## src/rtl/mem_port_arbiter.sv

```systemverilog
// mem_port_arbiter: two-port cache-to-memory arbiter, one outstanding transaction; define MEM_ARB_ROUND_ROBIN_EN for round-robin priority
module mem_port_arbiter #(
  parameter int addressSize = 64,
  parameter int blockSize   = 256
) (
  input  logic                     clock_i,
  input  logic                     reset_i,
  input  logic [1:0]               portReq_i,
  input  logic [1:0]               portIsWrite_i,
  input  logic [2*addressSize-1:0] portAddress_i,
  input  logic [2*blockSize-1:0]   portData_i,
  output logic [1:0]               portGrant_o,
  output logic [1:0]               respValid_o,
  output logic [blockSize-1:0]     respBlock_o,
  output logic [addressSize-1:0]   respAddress_o,
  output logic [addressSize-1:0]   address_o,
  output logic [blockSize-1:0]     data_o,
  output logic                     requestEnable_o,
  output logic                     isMemWrite_o,
  input  logic [blockSize-1:0]     block_i,
  input  logic [addressSize-1:0]   blockAddress_i,
  input  logic                     blockOutEnable_i
);
  typedef enum logic [1:0] {IDLE, ISSUE, WAIT, RESPOND} state_t;
  state_t                 state_q, state_d;
  logic                   win_q, win_d, wr_q, wr_d, boe_q, pick, done;
  logic [1:0]             grant_q, grant_d;
  logic [addressSize-1:0] addr_q, addr_d, raddr_q, raddr_d;
  logic [blockSize-1:0]   data_q, data_d, rblk_q, rblk_d;
`ifdef MEM_ARB_ROUND_ROBIN_EN
  logic last_q;
  assign pick = &portReq_i ? ~last_q : portReq_i[1];
  // remember the most recent winner so the other port gets the next tie
  always_ff @(posedge clock_i)
    if (!reset_i) last_q <= 1'b1;
    else if (state_q == IDLE && |portReq_i) last_q <= pick;
`else
  assign pick = portReq_i[1];
`endif
  assign done = state_q == WAIT && blockOutEnable_i && !boe_q;
  // next-state: arbitrate in IDLE, strobe in ISSUE, wait for the completion edge, respond
  always_comb begin
    state_d = state_q;
    win_d   = win_q;
    wr_d    = wr_q;
    addr_d  = addr_q;
    data_d  = data_q;
    raddr_d = raddr_q;
    rblk_d  = rblk_q;
    grant_d = 2'b00;
    case (state_q)
      IDLE: if (|portReq_i) begin
        state_d = ISSUE;
        win_d   = pick;
        grant_d = pick ? 2'b10 : 2'b01;
        wr_d    = portIsWrite_i[pick];
        addr_d  = pick ? portAddress_i[2*addressSize-1:addressSize] : portAddress_i[addressSize-1:0];
        data_d  = pick ? portData_i[2*blockSize-1:blockSize] : portData_i[blockSize-1:0];
      end
      ISSUE: state_d = WAIT;
      WAIT: if (done) begin
        state_d = RESPOND;
        raddr_d = blockAddress_i;
        rblk_d  = block_i;
      end
      default: state_d = IDLE;
    endcase
  end
  // state and datapath registers; the completion history is sampled every cycle
  always_ff @(posedge clock_i)
    if (!reset_i) begin
      state_q <= IDLE;
      win_q   <= 1'b0;
      wr_q    <= 1'b0;
      boe_q   <= 1'b0;
      grant_q <= 2'b00;
      addr_q  <= '0;
      data_q  <= '0;
      raddr_q <= '0;
      rblk_q  <= '0;
    end else begin
      state_q <= state_d;
      win_q   <= win_d;
      wr_q    <= wr_d;
      boe_q   <= blockOutEnable_i;
      grant_q <= grant_d;
      addr_q  <= addr_d;
      data_q  <= data_d;
      raddr_q <= raddr_d;
      rblk_q  <= rblk_d;
    end
  assign portGrant_o     = grant_q;
  assign respValid_o     = state_q == RESPOND ? (win_q ? 2'b10 : 2'b01) : 2'b00;
  assign requestEnable_o = state_q == ISSUE;
  assign address_o       = addr_q;
  assign data_o          = data_q;
  assign isMemWrite_o    = wr_q;
  assign respBlock_o     = rblk_q;
  assign respAddress_o   = raddr_q;
endmodule
```

## config.mk

```make
export PLATFORM = sky130hd
export DESIGN_NAME = mem_port_arbiter
export DESIGN_NICKNAME = d
export VERILOG_FILES = /design/src/rtl/mem_port_arbiter.sv
export SDC_FILE = /design/constraint.sdc
export NUM_CORES = 1
export LEC_CHECK = 0
export ABC_CLOCK_PERIOD_IN_PS = 3560
export BUFFER_PORTS_ARGS = -buffer_cell sky130_fd_sc_hd__buf_2
export CELL_PAD_IN_SITES_DETAIL_PLACEMENT = 1
export CELL_PAD_IN_SITES_GLOBAL_PLACEMENT = 2
export CORE_AREA = 3 3 622 624
export DETAILED_ROUTE_END_ITERATION = 8
export DIE_AREA = 0 0 625 627
export PLACE_DENSITY = 0.39
export REMOVE_ABC_BUFFERS = 1
export SYNTH_ARGS = -nofsm -noshare
export SYNTH_HDL_FRONTEND = slang
export SYNTH_SLANG_ARGS = --single-unit
```

## constraint.sdc

```tcl
create_clock -name clock_i -period 3.56 [get_ports clock_i]
set_clock_uncertainty 0.05 [all_clocks]
set_input_delay 0.178 -clock clock_i [delete_from_list [all_inputs] [get_ports clock_i]]
set_output_delay 0.178 -clock clock_i [all_outputs]
set_load 0.03 [all_outputs]
```

# ---- After elaboration in Yosys (flattened, before gate mapping)
# Index checks and enable logic that the tools add are counted.
dict set report totals {
  in_bits 967
  regBits 647
  word_cells 34
  output_inout_bits 646
}
dict set report classes {
  eq_ne 5
  mux 10
  reduce_logical 9
  order_cmp 1
}
# cell n
set op_table {}
lappend op_table {{$mux W256} 1}
lappend op_table {{$mux W64} 1}
lappend op_table {{$mux W2} 5}
lappend op_table {{$pmux W2 S3} 1}
lappend op_table {{$reduce_and A2 Y1} 3}
lappend op_table {{$eq A2 B2 Y1 const B} 2}
lappend op_table {{$ne A2 B2 Y1 const B} 2}
lappend op_table {{$reduce_and A3 Y1} 1}
lappend op_table {{$eq A2 B1 Y1 const B} 1}
lappend op_table {{$logic_and A1 B1 Y1} 2}
lappend op_table {{$logic_not A2 Y1} 1}
lappend op_table {{$lt A1 B2 Y1 const B} 1}
lappend op_table {{$mux W1} 2}
lappend op_table {{$reduce_or A2 Y1} 1}
lappend op_table {{$logic_not A1 Y1} 1}

# ---- Longest topological paths before layout
dict set report logic_depth {
  depth_word 5
  mapped_depth 8
  mapped_depth_nobuf 5
}

# ---- Worst setup path before layout
# OpenSTA, ideal clock, no wires.
dict set report synth_path {
  path_type {register to register}
  startpoint {reg state_q[0]}
  endpoint {reg addr_q[45], in the netlist address_o[45]}
  setup_ns 0.116
  n_path_buf 3
  path_stages_with_launch 8
  slack_ns 1.991
  required_time_ns 3.394
  t_arrival_ns 1.402
  period_less_slack_ns 1.569
  path_cell_list {dfxtp_1 > inv_1 > ha_1 > o21a_1 > buf_4 > buf_6 > buf_6 > o211a_1}
}
dict set report synth_between {
  elab_chain_len 2
}
# item line
set synth_rtl {}
lappend synth_rtl {{start, declared} 25} ;# state_t state_q, state_d;
lappend synth_rtl {{start signal, assigned} 82} ;# state_q <= state_d;
lappend synth_rtl {{$logic_not A2 Y1} 51} ;# case (state_q)
lappend synth_rtl {{$reduce_and A2 Y1 (no line)} -}
lappend synth_rtl {{end signal, assigned} 87} ;# addr_q <= addr_d;
lappend synth_rtl {{end, declared} 28} ;# logic [addressSize-1:0] addr_q, addr_d, raddr_q, raddr_d;
# Every way passes these cells.
# A chain may end at the register's enable or synchronous reset.

# ---- Final worst setup path
dict set report layout_path {
  startpoint {in portReq_i[1]}
  endpoint {reg data_q[87], in the netlist data_o[87]}
}
dict set report layout_between {
  elab_chain_len 2
  elab_cells_between_ends 3
  classes_between {mux: 1; reduce/logical: 2}
}
# item line
set layout_rtl {}
lappend layout_rtl {{start, declared} 8} ;# input logic [1:0] portReq_i,
lappend layout_rtl {{$reduce_or A2 Y1} 52} ;# IDLE: if (|portReq_i) begin
lappend layout_rtl {{$reduce_and A2 Y1 (no line)} -}
lappend layout_rtl {{end signal, assigned} 88} ;# data_q <= data_d;
lappend layout_rtl {{end, declared} 29} ;# logic [blockSize-1:0] data_q, data_d, rblk_q, rblk_d;
# Parallel ways exist; a longest one is shown, timed or not.

==> impl_results.html <==
<table>
<tr><th>Metric</th><th>Value</th></tr>
<tr><th colspan="2">GRT</th></tr>
<tr><td>Overall Global Routing Usage</td><td>0.119</td></tr>
<tr><td>GRT Residual Overflow</td><td>0</td></tr>
<tr><td>Number of antenna violations at the first check in global routing</td><td>103</td></tr>
<tr><td>First-pass GRT wire length</td><td>318000 um</td></tr>
<tr><td>Pin count of the biggest net entering global routing</td><td>118</td></tr>
<tr><td>Via count of the first global-routing pass</td><td>34587</td></tr>
<tr><th colspan="2">Worst setup path</th></tr>
<tr><td>Critical path start-end classification</td><td>in2reg</td></tr>
<tr><td>Critical path capture point type</td><td>flip-flop</td></tr>
<tr><td>Startpoint kind of the worst setup timing path</td><td>primary input</td></tr>
<tr><td>Data arrival time of the worst path</td><td>3.64 ns</td></tr>
<tr><td>Required time worst endpoint</td><td>4.23 ns</td></tr>
<tr><td>Maximum fanout encountered on the critical timing path</td><td>43</td></tr>
<tr><th colspan="2">Yosys</th></tr>
<tr><td>Number of synthesized flops with an enable pin</td><td>0</td></tr>
<tr><td>Biggest area contributors in the synthesized netlist</td><td>dfxtp_1 (48%), nand2_1 (13%), mux2i_1 (12%)</td></tr>
<tr><td>Top cell type by total area after synthesis</td><td>dfxtp_1</td></tr>
<tr><td>Cell count after synthesis</td><td>2849</td></tr>
<tr><td>List of most frequent post-synthesis cells</td><td>nand2_1 (966), dfxtp_1 (647), mux2i_1 (323)</td></tr>
<tr><td>Most repeated cell in the gate-level netlist after synthesis</td><td>nand2_1</td></tr>
<tr><td>Netlist area before placement</td><td>27000 um^2</td></tr>
<tr><td>Count of yosys warnings during synthesis</td><td>0</td></tr>
<tr><td>Synth Register Bits</td><td>647</td></tr>
<tr><td>FFs w/ async S/R, synth</td><td>0</td></tr>
<tr><td>Post-synth cell types</td><td>23</td></tr>
<tr><td>Sequential-to-total area share from yosys stat</td><td>0.480</td></tr>
<tr><td>Predominant post-synthesis flop cell</td><td>dfxtp_1</td></tr>
<tr><td>Post-synthesis area per instance</td><td>9.47 um^2</td></tr>
<tr><td>Area share of the leading cell type in the synthesized netlist</td><td>0.480</td></tr>
<tr><th colspan="2">Timing</th></tr>
<tr><td>Final min period</td><td>2.97 ns</td></tr>
<tr><td>Final number of hold-violating endpoints</td><td>0</td></tr>
<tr><td>Worst slew pin tran</td><td>0.873 ns</td></tr>
<tr><td>Unrepaired setup endpoints after global routing</td><td>no</td></tr>
<tr><td>Final count of negative-setup-slack endpoints</td><td>0</td></tr>
<tr><td>Final Slew Violations</td><td>0</td></tr>
<tr><td>Minimum setup slack in the final design</td><td>0.591 ns</td></tr>
<tr><td>Ratio of final minimum period to clock period</td><td>0.834</td></tr>
<tr><td>Worst Hold Slack</td><td>0.116 ns</td></tr>
<tr><td>Max Freq</td><td>0.337 GHz</td></tr>
<tr><td>Max-slew headroom at the worst pin</td><td>0.418</td></tr>
<tr><th colspan="2">Status</th></tr>
<tr><td>Run status</td><td>finished, final reports clean</td></tr>
<tr><th colspan="2">Detailed routing</th></tr>
<tr><td>Via density per instance</td><td>3.03</td></tr>
<tr><td>Initial DRT Pass Iterations</td><td>7</td></tr>
<tr><td>Count of unresolved DRC violations after routing</td><td>0</td></tr>
<tr><td>Average detailed-routed wire length per instance</td><td>23.1 um</td></tr>
<tr><td>Initial drt markers</td><td>1204</td></tr>
<tr><td>Total wirelength of the detailed-routed design</td><td>245000 um</td></tr>
<tr><td>Vias after detailed routing</td><td>32083</td></tr>
<tr><td>Remaining antenna violation count after routing</td><td>0</td></tr>
<tr><th colspan="2">Clock tree</th></tr>
<tr><td>Clock-pin transition on the worst setup and hold timing paths</td><td>0.06 ns</td></tr>
<tr><td>TritonCTS Buffers</td><td>104</td></tr>
<tr><td>Clock latency at the later pin of the worst-skew pair</td><td>0.81 ns</td></tr>
<tr><td>Post-CTS sizing</td><td>0</td></tr>
<tr><td>TritonCTS sink count</td><td>647</td></tr>
<tr><td>TritonCTS clock tree</td><td>built</td></tr>
<tr><td>Count of H-tree levels built during CTS</td><td>3</td></tr>
<tr><td>Clock Tree Root</td><td>clkbuf_16</td></tr>
<tr><td>Clock tree buffer depth</td><td>4</td></tr>
<tr><th colspan="2">Placed design</th></tr>
<tr><td># port buffers</td><td>1612</td></tr>
<tr><td>Placed wire-length estimate after detailed placement</td><td>204000 um</td></tr>
<tr><td>Minimum setup slack after placement</td><td>1.06 ns</td></tr>
<tr><td>Global placer's final weighted congestion</td><td>0.811</td></tr>
<tr><th colspan="2">Cells and area</th></tr>
<tr><td>Area used by sequential logic in the layout</td><td>13000 um^2</td></tr>
<tr><td>Layout cell share with drive strength beyond 1</td><td>0.333</td></tr>
<tr><td>Fill cell instance count of the final layout</td><td>45146</td></tr>
<tr><td>Relative area change from synthesis to final layout</td><td>103%</td></tr>
<tr><td>Total area of multi-input combinational cells</td><td>12600 um^2</td></tr>
<tr><td>Net count reported at finish</td><td>6429</td></tr>
<tr><th colspan="2">Die</th></tr>
<tr><td>Chip height</td><td>627 um</td></tr>
<tr><td>Site Rows</td><td>227</td></tr>
<tr><td>Initial standard-cell utilization of the core</td><td>0.0706</td></tr>
<tr><td>Area of the die</td><td>392000 um^2</td></tr>
<tr><td>I/O Pins</td><td>1613</td></tr>
<tr><td>Core region area</td><td>382000 um^2</td></tr>
<tr><td>Chip width</td><td>625 um</td></tr>
<tr><th colspan="2">Power and ir drop</th></tr>
<tr><td>Cell leakage power</td><td>26.4 nW</td></tr>
<tr><td>Peak supply drop</td><td>353 uV</td></tr>
<tr><td>Pwr/cell area</td><td>604 nW/um^2</td></tr>
<tr><th colspan="2">Worst hold path</th></tr>
<tr><td>Hold crit path type</td><td>in2reg</td></tr>
<tr><th colspan="2">Flow run</th></tr>
<tr><td>Number of maximum-capacitance violations</td><td>0</td></tr>
</table>
layout make-up:
class                           count  share of cell area
Tap cell                         5038               0.115
Inverter                            3            0.000205
Timing Repair Buffer             2754               0.357
Clock buffer                      149              0.0540
Multi-Input combinational cell   1948               0.230
Sequential cell                   647               0.236
Antenna cell                       29             0.00132
Clock inverter                     28             0.00586
cell usage in the layout (no fill, tap or decap), types with 8 or more instances in the layout:
cell | netlist | final
buf_2 | 63 | 1610
dlygate4sd3_1 | 0 | 1066
nand2_1 | 966 | 966
dfxtp_1 | 647 | 647
mux2i_1 | 323 | 323
o211a_1 | 321 | 321
a21boi_0 | 321 | 321
clkbuf_16 | 0 | 105
buf_4 | 17 | 55
diode_2 | 0 | 29
clkbuf_1 | 115 | 27
buf_12 | 0 | 21
clkbuf_8 | 0 | 17
clkinvlp_4 | 0 | 9
clkinv_2 | 0 | 8
power by group:
group          switching (mW)  internal (mW)
combinational            8.73           4.34
sequential              0.987           8.87
clock                    4.21           5.98
total                    13.9           19.2
registers in the layout, indices dropped and copies added (netlist names):
register and flops:
address_o 64, boe_q 1, data_o 256, isMemWrite_o 1
portGrant_o 2, respAddress_o 64, respBlock_o 256, state_q 2
win_q 1
metal layers:
metal / global-route usage / wire length, um
met1: 0.121 / 87800
met5: 0 / 149
met4: 0.0201 / 4690
met3: 0.0357 / 16300
met2: 0.238 / 136000
worst max-delay path, cell delays in order:
cell and delay [ns]:
dlygate4sd3_1 0.56, buf_8 0.39, buf_4 0.73, mux2i_1 0.32, dlygate4sd3_1 0.62, nand2_1 0.07, o211a_1 0.13, dlygate4sd3_1 0.54
what timing repair did:
item                      in CTS  in global routing
setup buffers                  0                  0
hold endpoints to repair     646                  0
hold buffers                1066                  0
per-stage QoR:
step | area (um^2) | util | power [mW] | setup TNS [ns] | cells
floorplan | 25600 | - | 12.6 | -3629.71 | 2598
global placement | 40800 | 0.107 | 22.2 | 0 | 9324
detailed placement | 40800 | 0.107 | 22.3 | 0 | 9324
CTS | 54800 | 0.143 | 34.3 | 0 | 10567
global route | 54800 | 0.143 | 35.3 | 0 | 10575
finish | 54800 | 0.144 | 33.1 | 0 | 10596
kinds of logic after synthesis:
| kind of cell | synth area share |
|---|---|
| adders and majority gates | 0.00185 |
| and+or+nand+nor | 0.136 |
| AOI/OAI and AO/OA | 0.209 |
| muxes | 0.120 |
| buffers and inverters | 0.0526 |
| DFF | 0.480 |
worst paths after layout:
kind / start / to / slack [ns] / depth (start not counted)
min: blockAddress_i[42] / respAddress_o[42] / 0.12 / 4
max: portReq_i[1] / data_o[87] / 0.59 / 8
max reg2reg: state_q[0] / data_o[64] / 0.68 / 8
min reg2reg: respBlock_o[69] / respBlock_o[69] / 0.41 / 2
(Power assumes the default switching activity.)
